$ cat src/rtl/rsa_pkg.sv
`default_nettype none
// ============================================================================
//  Module      : rsa_pkg
//  Description : Shared widths, FSM state type and helpers for the RSA
//                multiply primitive (mul_3232 and its step adder).
//  Contents    : OP_W  - operand width (32)
//                RES_W - product width (64)
//                CNT_W - step counter width (6, counts 0..32)
//                state_t - LOAD / RUN / DONE
//                zext_op - zero-extend an operand to product width
//  Revision    : 1.0 - initial release
// ============================================================================
package rsa_pkg;

    localparam int OP_W  = 32;
    localparam int RES_W = 64;
    localparam int CNT_W = 6;

    typedef enum logic [1:0] {
        LOAD = 2'd0,
        RUN  = 2'd1,
        DONE = 2'd2
    } state_t;

    function automatic logic [RES_W-1:0] zext_op(input logic [OP_W-1:0] v);
        return {{(RES_W-OP_W){1'b0}}, v};
    endfunction

endpackage
`default_nettype wire

$ cat src/rtl/mul_3232_if.sv
`default_nettype none
// ============================================================================
//  Module      : mul_3232_if
//  Description : Operand/result bundle of the sequential 32x32 multiplier.
//  Signals     : ina     [31:0] multiplicand, unsigned
//                inb     [31:0] multiplier, unsigned
//                result  [63:0] product register (0 until done)
//                ready_n        active-low done flag
//  Modports    : master - drives operands, observes result
//                slave  - the multiplier itself
//  Revision    : 1.0 - initial release
// ============================================================================
interface mul_3232_if;
    import rsa_pkg::*;

    logic [OP_W-1:0]  ina;
    logic [OP_W-1:0]  inb;
    logic [RES_W-1:0] result;
    logic             ready_n;

    modport master (
        output ina,
        output inb,
        input  result,
        input  ready_n
    );

    modport slave (
        input  ina,
        input  inb,
        output result,
        output ready_n
    );

endinterface
`default_nettype wire

$ cat src/rtl/mul_3232_step.sv
`default_nettype none
// ============================================================================
//  Module      : mul_3232_step
//  Description : One combinational shift-and-add step:
//                o_sum = i_acc + (i_bit ? i_a << i_idx : 0), mod 2^64.
//  Ports       : i_acc [63:0] running accumulator
//                i_a   [63:0] zero-extended multiplicand
//                i_bit        current multiplier bit
//                i_idx [4:0]  bit position / shift amount
//                o_sum [63:0] updated accumulator
//  Revision    : 1.0 - initial release
// ============================================================================
module mul_3232_step
    import rsa_pkg::*;
(
    input  wire logic [RES_W-1:0] i_acc,
    input  wire logic [RES_W-1:0] i_a,
    input  wire logic             i_bit,
    input  wire logic [4:0]       i_idx,
    output logic      [RES_W-1:0] o_sum
);

    logic [RES_W-1:0] w_partial;

    assign w_partial = i_bit ? (i_a << i_idx) : '0;
    assign o_sum     = i_acc + w_partial;

endmodule
`default_nettype wire

$ cat src/rtl/mul_3232.sv
`default_nettype none
// ============================================================================
//  Module      : mul_3232
//  Description : Sequential unsigned 32x32->64 shift-and-add multiplier.
//                Operands are captured on the first edge after reset
//                release, one multiplier bit is consumed per clock, and the
//                product appears with ready_n low on the 33rd edge. The
//                product is then held until the next reset.
//  Ports       : clk   rising-edge clock
//                rst_n synchronous reset, ACTIVE-HIGH despite its name
//                bus   mul_3232_if.slave (ina, inb, result, ready_n)
//  Revision    : 1.0 - initial release
// ============================================================================
module mul_3232
    import rsa_pkg::*;
(
    input  wire logic   clk,
    input  wire logic   rst_n,
    mul_3232_if.slave   bus
);

    state_t             r_state;
    logic [RES_W-1:0]   r_a;
    logic [OP_W-1:0]    r_b;
    logic [RES_W-1:0]   r_acc;
    logic [CNT_W-1:0]   r_cnt;
    logic [RES_W-1:0]   r_result;
    logic               r_ready_n;

    logic               w_bit;
    logic [4:0]         w_idx;
    logic [RES_W-1:0]   w_sum;

    // Counter never exceeds 31 while in RUN, so the low five bits are the
    // full step index there.
    assign w_idx = r_cnt[4:0];
    assign w_bit = r_b[w_idx];

    mul_3232_step u_step (
        .i_acc (r_acc),
        .i_a   (r_a),
        .i_bit (w_bit),
        .i_idx (w_idx),
        .o_sum (w_sum)
    );

    always_ff @(posedge clk) begin
        if (rst_n) begin
            r_state   <= LOAD;
            r_a       <= '0;
            r_b       <= '0;
            r_acc     <= '0;
            r_cnt     <= '0;
            r_result  <= '0;
            r_ready_n <= 1'b1;
        end else begin
            case (r_state)
                LOAD: begin
                    r_a     <= zext_op(bus.ina);
                    r_b     <= bus.inb;
                    r_acc   <= '0;
                    r_cnt   <= '0;
                    r_state <= RUN;
                end
                RUN: begin
                    r_acc <= w_sum;
                    r_cnt <= r_cnt + CNT_W'(1);
                    // The result register is written only here, so partial
                    // sums are never visible on the output.
                    if (r_cnt == CNT_W'(OP_W - 1)) begin
                        r_result  <= w_sum;
                        r_ready_n <= 1'b0;
                        r_state   <= DONE;
                    end
                end
                DONE: begin
                    r_state <= DONE;
                end
                default: begin
                    r_state <= LOAD;
                end
            endcase
        end
    end

    assign bus.result  = r_result;
    assign bus.ready_n = r_ready_n;

endmodule
`default_nettype wire

$ cat src/flat_wrapper.sv
// flat-port wrapper written by rule: the top's interface ports become plain ports
module mul_3232_flat import rsa_pkg::*;
  (clk, rst_n, bus_ina, bus_inb, bus_result, bus_ready_n);
  mul_3232_if bus_i ();
  input  wire logic clk;
  input  wire logic rst_n;
  input wire logic [$bits(bus_i.ina)-1:0] bus_ina;
  input wire logic [$bits(bus_i.inb)-1:0] bus_inb;
  output wire logic [$bits(bus_i.result)-1:0] bus_result;
  output wire logic [$bits(bus_i.ready_n)-1:0] bus_ready_n;
  assign bus_i.ina = bus_ina;
  assign bus_i.inb = bus_inb;
  assign bus_result = bus_i.result;
  assign bus_ready_n = bus_i.ready_n;
  mul_3232 u_core (.clk(clk), .rst_n(rst_n), .bus(bus_i));
endmodule
$ cat config.mk
export PLATFORM = sky130hd
export DESIGN_NAME = mul_3232_flat
export DESIGN_NICKNAME = d
export VERILOG_FILES = /design/src/rtl/rsa_pkg.sv /design/src/rtl/mul_3232_if.sv /design/src/rtl/mul_3232_step.sv /design/src/rtl/mul_3232.sv /design/src/flat_wrapper.sv
export SDC_FILE = /design/constraint.sdc
export NUM_CORES = 1
export LEC_CHECK = 0
export CAP_MARGIN = 40
export CORE_ASPECT_RATIO = 1.4
export CORE_MARGIN = 1.5
export CORE_UTILIZATION = 30
export DETAILED_ROUTE_END_ITERATION = 10
export GPL_TIMING_DRIVEN = 0
export PLACE_DENSITY = 0.58
export RECOVER_POWER = 50
export SKIP_CTS_REPAIR_TIMING = 1
export SLEW_MARGIN = 20
export SYNTH_ARGS = -nofsm -noshare
export SYNTH_HDL_FRONTEND = slang
export SYNTH_SLANG_ARGS = --single-unit
$ cat constraint.sdc
create_clock -name clk -period 4.33 [get_ports clk]
set_input_delay 0.6495 -clock clk [delete_from_list [all_inputs] [get_ports clk]]
set_output_delay 0.6495 -clock clk [all_outputs]
set_load 0.03 [all_outputs]
## Yosys cells after proc, flatten, opt, wreduce, memory -nomap -nowiden

Index checks and enable logic that the tools add are counted.

- Memory bits (writable): 0
- Logic and storage cells: 25
- Latch bits: 0
- Memory bits (read-only): 0
- Register bits after elaboration: 201
- Output and inout bits: 65
- Input bits: 66
- Memories kept: 0

- $lt $le $gt $ge: 1
- Multiplexer cells: 7
- Div/mod/pow operators: 0
- Equal/unequal tests: 4
- $mul: 0
- Add/subtract/negate cells: 2
- Bitwise operators: 0
- Reductions and logical operators: 3
- Shifts and indexed selects: 1

Operators with widths:

| operator | count |
|---|---|
| one-hot mux 64 bit (2 select lines) | 1 |
| adder 64 bit | 1 |
| 2-to-1 mux 64 bit | 1 |
| left shift 32 x 5 -> 64 bit | 1 |
| one-hot mux 6 bit (2 select lines) | 1 |
| adder 6 x 1 -> 6 bit, second input constant | 1 |
| equality test 6 x 5 -> 1 bit, second input constant | 1 |
| less-than comparator 5 x 6 -> 1 bit, second input constant | 1 |
| one-hot mux 2 bit (3 select lines) | 1 |
| binary-select mux 1 bit (select 5 bit) | 1 |
| equality test 2 x 1 -> 1 bit, second input constant | 1 |
| equality test 2 bit, second input constant | 1 |
| zero test 2 bit | 1 |
| 2-to-1 mux 2 bit | 1 |
| != test 2 x 1 -> 1 bit, second input constant | 1 |
| AND reduction 2 bit | 1 |
| nonzero test 2 bit | 1 |
| 2-to-1 mux 1 bit | 1 |

## Longest topological paths before layout

Gate-level depths: netlist of the first run.

- Depth after elaboration: 5
- Gate-level depth with buffers: 23
- Depth with buffers taken out: 19

## Hierarchy

Synthesis of the first run repeated with hierarchy kept, for this count alone.

- Cell total of the unflattened synthesis: 1899
- Area, all modules: 14810.5 µm²

Modules (own cells, without submodules):

| module | times used | seq. area each (µm²) | area an instance (µm²) | cells each |
|---|---|---|---|---|
| mul_3232 | 1 | 4023.9 | 7647.3 | 862 |
| mul_3232_step | 1 | 0.0 | 7163.1 | 1037 |

## Worst setup path before layout of the first run

OpenSTA, ideal clock, no wires.

- Path type: register -> register
- From: reg u_core.r_cnt[0]
- To: reg u_core.r_acc[62]
- Setup time: 0.117 ns
- Path buffers: 2
- Required time: 4.213 ns
- Path slack: -0.090 ns
- Data arrival time: 4.303 ns
- Stages on the path, launching flop included: 19
- Clock period less this slack: 4.420 ns
- Path through: dfxtp_1 > buf_2 > mux4_2 > mux4_2 > nand2_2 > inv_1 > a21oi_2 > buf_2 > a211oi_1 > ha_1 > a21o_1 > o21bai_1 > a211o_1 > a2111o_1 > a21oi_4 > o21ai_2 > a31oi_2 > xnor2_1 > a22o_1

- Longest elaborated chain between the ends: 5
- Elaborated cells between the ends (all ways): 6
- Those cells by class: add/sub (1); shift (1); mux (4)

Ends and longest elaborated chain:

| item | line | source |
|---|---|---|
| from (decl) | mul_3232.sv:26 | `logic [CNT_W-1:0] r_cnt;` |
| from (signal assigned) | mul_3232.sv:67 | `r_cnt <= r_cnt + CNT_W'(1);` |
| binary-select mux 1 bit (select 5 bit) | mul_3232.sv:37 | `assign w_bit = r_b[w_idx];` |
| 2-to-1 mux 1 bit (not written as such) | mul_3232.sv:37 |  |
| 2-to-1 mux 64 bit (*) | mul_3232_step.sv:25 | `assign w_partial = i_bit ? (i_a << i_idx) : '0;` |
| adder 64 bit (*) | mul_3232_step.sv:26 | `assign o_sum = i_acc + w_partial;` |
| one-hot mux 64 bit (2 select lines) (*) | mul_3232.sv:57 | `case (r_state)` |
| to (signal assigned) | mul_3232.sv:66 | `r_acc <= w_sum;` |
| to (decl) | mul_3232.sv:25 | `logic [RES_W-1:0] r_acc;` |

Mark *: on every way between the ends. The rest lies on a longest branch, timed or not. The select of a mux whose other input is x is not followed.
A chain may end at the register's enable or synchronous reset.

## Final worst setup path of the first run

Same ends and word-level chain as after synthesis.

==> flow_metrics.py, run 1 <==
metrics = {
    "power": {
        "switching_share": 0.379,
        "seqPwrFrac": 0.303,
        "ir_drop_mv": 0.227,
        "p_clk_frac": 0.274,
        "p_leak_nw": 7.49,
        "switching_power_mw": 2.74,
        "pwr-share-comb": 0.423,
        "p_int_mw": 4.49,
        "p_per_area_nw_per_um2": 385,
    },
    "detailed_routing": {
        "num_vias": 13131,
        "drcViolationCount": 0,
        "vias_per_cell": 5.51,
        "wl_per_cell_microns": 21.2,
        "first_pass_iters": 5,
        "drt_iter0_drc": 849,
        "finalWirelength_mm": 50.6,
        "detail-route-antenna-nets": 0,
    },
    "floorplanning": {
        "start_util": 0.305,
        "ioPinCount": 131,
        "core.rowCount": 90,
        "die_h_microns": 251,
        "core_sq_um": 43400,
        "die_w_microns": 180,
        "die-area_sq_um": 45400,
    },
    "worst_setup_path": {
        "crit_path_max_fanout": 5,
        "regToRegStartpoint": "u_core.r_cnt[0]",
        "reg2reg_depth": 19,
        "max_stage_delay_ns": 0.55,
        "path_cells": "buf_12, mux4_2, mux4_2, nand2_4, clkinvlp_4, a21oi_4, buf_6, a211oi_4, ha_4, buf_4, nand2_1, o21bai_4, a211o_1, a2111o_1, a21oi_4, o21ai_2, a31oi_4, xnor2_2, a22o_1",
        "r2r_end": "u_core.r_acc[62]",
        "cp.required_ns": 4.76,
        "path_class": "flop to flop",
        "cp-startpoint": "u_core.r_cnt[0]",
        "critPathCaptureType": "flop",
        "critPathCapture": "u_core.r_acc[62]",
        "startpoint_type": "flop",
        "crit_arrival_ns": 5.26,
        "critical-path-slowest-cell": "mux4_2",
        "regToRegSetupSlack_ns": -0.49,
    },
    "sta": {
        "maxSlewHeadroom": 0.430,
        "fin_crit_sh": 1.11,
        "rsz0062_at_grt": "true",
        "min_period_ns": 4.82,
        "worstMarginPinSlew_ns": 0.850,
        "setup_ws_ns": -0.492,
        "fin_skew_ns": 0.0148,
        "finalMaxSlewViolations": 0,
        "hold_viol": 0,
        "fmax_mhz": 207,
        "setup_viol": 83,
    },
    "clocking": {
        "clk_latency_ns": 0.54,
        "h-tree-depth": 1,
        "path_clk_slew_ns": 0.07,
        "cts_tree": "built",
        "numCtsBuffers": 23,
        "clock_sinks": 201,
        "clockBufferDepth": 3,
        "cts_root_buffer": "clkbuf_16",
    },
    "global_routing": {
        "grt_max_degree": 15,
        "grt_pass1_wl_mm": 72.7,
        "grt_antenna_before_repair": 0,
        "grt_overflow_total": 0,
        "grt.total_usage": 0.207,
        "grt_pass1_vias": 12588,
    },
    "cells_and_area": {
        "area_growth_pct": 42.3,
        "drive_gt1_frac": 0.262,
        "nNetsFinal": 1950,
        "antenna_cells": 0,
        "finish.utilization": 0.434,
    },
    "logic_synthesis": {
        "synth_edf_count": 0,
        "synthArstFlopShare": 0,
        "ys_seq_area_frac": 0.304,
        "syn_area_sq_um": 13200,
        "ys.flop_type": "dfxtp_1",
        "avgSynthCellArea_sq_um": 8.39,
        "ys_ff_latch": 201,
        "synthCells": 1577,
        "syn_nets": 1710,
        "synthDistinctLibCells": 88,
        "yosysWarnings": 0,
    },
    "outcome": {
        "status": "finished with violations",
        "violations": "negative setup slack",
    },
    "worst_hold_path": {
        "hp-start": "u_core.bus.result[37]",
        "min_path_type": "flop to flop",
        "min_delay_path_depth": 2,
    },
    "placed_design": {
        "gp_congestion": 0.950,
        "pre_cts_ws_ns": -1.40,
        "io_buffer_count": 130,
        "hpwl_mm": 38.6,
    },
    "run": {
        "cap_violations": 0,
    },
}
## cell families (layout without fill, tap and decap cells)
kind of cell,Yosys count,count (layout),share of synthesized area
flops,201,201,0.304
fa+ha+maj,67,67,0.0639
buf+inv,129,384,0.0413
mux,146,146,0.143
simple gates,539,539,0.185
xor+xnor,60,60,0.0397
compound gates,435,435,0.223
## power groups by stage
stage                     Clock, mW  Sequential, mW  Combinational [mW]
after global placement            0            2.21                2.42
after global routing           2.10            2.21                3.23
after CTS                      2.03            2.18                2.46
after detailed placement          0            2.22                2.44
after floorplan                   0            2.16                1.73
final                          1.98            2.19                3.06
## cell usage in the layout, fill, tap and decap left out, types with 18 or more instances in the layout
| cell type | count |
|---|---|
| a21o_1 | 27 |
| a21oi_1 | 104 |
| a21oi_2 | 30 |
| a22o_1 | 60 |
| a22oi_1 | 18 |
| buf_4 | 69 |
| buf_6 | 30 |
| clkbuf_1 | 62 |
| clkbuf_16 | 25 |
| clkdlybuf4s50_1 | 83 |
| dfxtp_1 | 200 |
| dlygate4sd3_1 | 47 |
| ha_1 | 31 |
| ha_4 | 30 |
| inv_1 | 20 |
| mux2i_1 | 85 |
| mux4_2 | 33 |
| nand2_1 | 139 |
| nand3_1 | 23 |
| nand4_1 | 19 |
| nor2_1 | 204 |
| o21ai_0 | 32 |
| xnor2_2 | 19 |
## synthesized netlist by cell type (15+ instances only)
library cell,instances,area (sq um)
nor2_1,225,845
dfxtp_1,201,4020
nand2_1,157,589
a21oi_1,142,711
mux2i_1,99,991
clkbuf_1,68,255
ha_1,66,826
a22o_1,60,526
o21ai_0,59,295
xnor2_1,37,324
mux4_2,33,743
nand3_1,28,140
a21o_1,27,203
xor2_1,23,201
inv_1,22,82.6
a22oi_1,19,143
nand4_1,19,119
buf_2,17,85.1
nor3_1,16,80.1
a211oi_1,15,113
## worst min path at each step
stage	slack [ns]	to
floorplan	0.43	u_core.r_acc[27]
global placement	0.44	u_core.bus.ready_n
detailed placement	0.45	u_core.bus.ready_n
CTS	0.46	u_core.bus.result[37]
global route	0.48	u_core.bus.result[15]
finish	0.45	u_core.bus.result[37]
## sequential cells by signal, summed over array words and instances, names as in the netlist
| register | cells |
|---|---|
| u_core.r_acc | 64 |
| u_core.r_cnt | 6 |
| u_core.bus.result | 64 |
| u_core.r_a | 32 |
| u_core.r_b | 32 |
| u_core.r_state | 2 |
| u_core.bus.ready_n | 1 |
## layer usage
metal / global-route usage / part of all wire / up-vias
li1: - / - / 6225
met1: 0.221 / 0.38 / 6353
met2: 0.396 / 0.52 / 406
met3: 0.0258 / 0.045 / 147
met4: 0.103 / 0.061 / 0
met5: 0 / 0 / -
## worst max-delay path: cells and delay by family, from the launching register on
kind            cells  cell delay, ns
simple gates        2            0.26
buf+inv             4            0.59
flops               1            0.37
xor+xnor            1            0.10
fa+ha+maj           1            0.29
mux                 2            1.05
compound gates      9            2.04
## layout make-up
cell class / instances / area, sq um
plain buffers: 100 / 594
clock buffers: 30 / 622
clock inverters: 10 / 120
fillers: 4177 / 24500
inverters: 22 / 86.3
multi-input cells: 1247 / 10500
flip-flops and latches: 201 / 4030
well taps: 552 / 691
repair buffers: 222 / 2170
## metrics by stage
step / cell area [sq um] / setup TNS, ns / power [mW] / hold slack, ns / cells
after floorplan: 13200 / 0 / 3.89 / 0.430 / 1577
after detailed placement: 15200 / -83.69 / 4.66 / 0.447 / 2260
final: 18800 / -21.44 / 7.24 / 0.449 / 2384
after global placement: 15200 / -82.39 / 4.63 / 0.443 / 2259
after CTS: 16000 / -87.17 / 6.67 / 0.457 / 2300
after global routing: 18800 / -31.70 / 7.55 / 0.480 / 2384
Note: power is estimated with default switching activity, not from simulation.
==> inputs of run 2 (changes only) <==
clock period = 4.2 ns   (was 4.33 ns; I/O delays follow)
==> run 2 against run 1 <==
- the run still ends with negative setup slack left
- first-iteration DRC count is 3.3% higher
- power rose by 4.4%
- sequential power rose by 3%
- register-to-register slack got worse by 0.07 ns
- combinational power grew 3%
- final cell count down 0.21%
- non-clock buffer count is 8 lower
- count of clock-buffer cells in the layout decreased by 2
- critical path type unchanged
- critical endpoint is now u_core.bus.result[50]
- largest cell class unchanged
- highest routed layer is now met5
==> flow_metrics.py, run 2 (synthesis gave the netlist of run 1 again) <==
metrics = {
    "detailed_routing": {
        "wl_per_cell_microns": 21.3,
        "drcViolationCount": 0,
        "detail-route-antenna-nets": 0,
        "vias_per_cell": 5.50,
        "finalWirelength_mm": 50.7,
        "num_vias": 13089,
        "first_pass_iters": 5,
        "drt_iter0_drc": 877,
    },
    "cells_and_area": {
        "fin_area_sq_um": 18600,
        "antenna_cells": 0,
        "mostFrequentLayoutCells": "nor2_1, dfxtp_1, nand2_1, a21oi_1, clkdlybuf4s50_1",
        "multiInputGateArea_sq_um": 10300,
        "area_growth_pct": 40.5,
        "nNetsFinal": 1943,
        "regArea_sq_um": 4030,
        "final_common_cell": "nor2_1",
        "drive_gt1_frac": 0.254,
        "nFillCells": 4232,
        "fin_cells": 2379,
    },
    "worst_setup_path": {
        "path_cells": "buf_12, mux4_2, mux4_2, nand2_4, inv_6, a21oi_4, buf_12, buf_8, a211oi_4, ha_4, a21o_1, o21bai_4, a211o_1, a2111o_1, a21oi_4, o211ai_4, xnor2_4, buf_12, nand2_1, a21oi_1",
        "crit_path_frequent_cell": "buf_12",
        "critPathCapture": "u_core.bus.result[50]",
        "max_stage_delay_ns": 0.53,
        "reg2reg_depth": 20,
        "cp.depth": 20,
        "crit_path_max_fanout": 7,
        "r2r_end": "u_core.bus.result[50]",
        "cp_num_buf_inv": 5,
        "startpoint_type": "flop",
        "regToRegSetupSlack_ns": -0.56,
        "regToRegStartpoint": "u_core.r_cnt[0]",
        "cp-startpoint": "u_core.r_cnt[0]",
        "critical-path-slowest-cell": "mux4_2",
        "path_class": "flop to flop",
        "crit_family": "compound AO/OA/AOI/OAI gates",
        "critPathCaptureType": "flop",
        "crit_arrival_ns": 5.24,
        "cp.required_ns": 4.67,
    },
    "floorplanning": {
        "die_h_microns": 251,
        "die_w_microns": 180,
        "start_util": 0.305,
        "core.rowCount": 90,
        "die-area_sq_um": 45400,
        "ioPinCount": 131,
        "core_sq_um": 43400,
    },
    "run": {
        "cap_violations": 0,
    },
    "sta": {
        "min_period_ns": 4.76,
        "setup_ws_ns": -0.563,
        "fmax_mhz": 210,
        "fin_skew_ns": 0.0367,
        "maxSlewHeadroom": 0.467,
        "final.setup.tns_ns": -25.51,
        "setup_viol": 91,
        "holdWs_ns": 0.451,
        "worstMarginPinSlew_ns": 0.800,
        "fin_crit_sh": 1.13,
        "rsz0062_at_grt": "true",
        "finalMaxSlewViolations": 0,
        "hold_viol": 0,
    },
    "clocking": {
        "cts_tree": "built",
        "clk_latency_ns": 0.58,
        "h-tree-depth": 1,
        "numCtsBuffers": 24,
        "path_clk_slew_ns": 0.06,
        "clock_sinks": 201,
        "cts_root_buffer": "clkbuf_16",
        "clockBufferDepth": 3,
    },
    "global_routing": {
        "grt_antenna_before_repair": 1,
        "grt_pass1_wl_mm": 72.7,
        "grt_overflow_total": 0,
        "grt.total_usage": 0.207,
        "grt_pass1_vias": 12420,
        "grt_max_degree": 14,
    },
    "placed_design": {
        "dp.cells": 2260,
        "hpwl_mm": 38.7,
        "gp_congestion": 0.947,
        "place_area_sq_um": 15300,
        "pre_cts_ws_ns": -1.52,
        "io_buffer_count": 130,
    },
    "outcome": {
        "status": "finished with violations",
        "violations": "negative setup slack",
    },
    "power": {
        "ir_drop_mv": 0.231,
        "p_leak_nw": 7.48,
        "p_per_area_nw_per_um2": 407,
    },
    "worst_hold_path": {
        "hp-start": "u_core.bus.result[38]",
        "min_delay_path_depth": 2,
        "min_path_type": "flop to flop",
    },
}
==> run 2: cell count changes in the layout (fill, tap and decap cells not counted), sizes merged <==
cell,delta
buf,-13
clkdlybuf4s50,+5
dlygate4sd3,-5
clkbuf,+3
clkinv,+3
clkinvlp,+1
inv,+1
==> run 2: per-stage QoR <==
step / utilization / power [mW]
finish: 0.429 / 7.56
floorplan: - / 4.04
detailed placement: 0.353 / 4.86
global route: 0.429 / 7.88
CTS: 0.371 / 7.04
global placement: 0.352 / 4.82
==> run 2: layout make-up <==
| type | instances | share of cell area |
|---|---|---|
| Buffer | 100 | 0.0324 |
| Clock buffer | 28 | 0.0342 |
| Clock inverter | 15 | 0.00936 |
| Inverter | 22 | 0.00471 |
| Multi-Input combinational cell | 1247 | 0.554 |
| Sequential cell | 201 | 0.217 |
| Tap cell | 552 | 0.0372 |
| Timing Repair Buffer | 214 | 0.111 |
==> run 2: worst reg2reg max path, stage by stage (launching register included) <==
cell and delay [ns]:
dfxtp_4 0.39, buf_12 0.14, mux4_2 0.51, mux4_2 0.53, nand2_4 0.14, inv_6 0.05
a21oi_4 0.13, buf_12 0.15, buf_8 0.13, a211oi_4 0.06, ha_4 0.30, a21o_1 0.18
o21bai_4 0.18, a211o_1 0.36, a2111o_1 0.48, a21oi_4 0.23, o211ai_4 0.16, xnor2_4 0.23
buf_12 0.15, nand2_1 0.06, a21oi_1 0.15
==> run 2: per-layer routing <==
layer  part of all wire  GRT usage  wire length [microns]  vias up
li1                   -          -                      -     6207
met4              0.057      0.101                   2880        2
met3              0.040     0.0209                   2050      125
met2               0.52      0.397                  26500      379
met1               0.38      0.226                  19300     6376
met5            0.00028          0                     14        -
==> run 2: where the power goes <==
part	switching (mW)	leakage (nW)	internal [mW]	total [mW]
clock network	0.928	0.387	1.23	2.15
logic	1.79	5.46	1.36	3.14
registers	0.164	1.63	2.10	2.26
total	2.88	7.48	4.68	7.56
==> run 2: worst min path at each step <==
stage	endpoint	slack, ns
finish	u_core.bus.result[38]	0.45
global route	u_core.bus.result[38]	0.48
CTS	u_core.bus.result[19]	0.46
detailed placement	u_core.bus.result[19]	0.45
global placement	u_core.bus.ready_n	0.44
floorplan	u_core.r_acc[27]	0.43
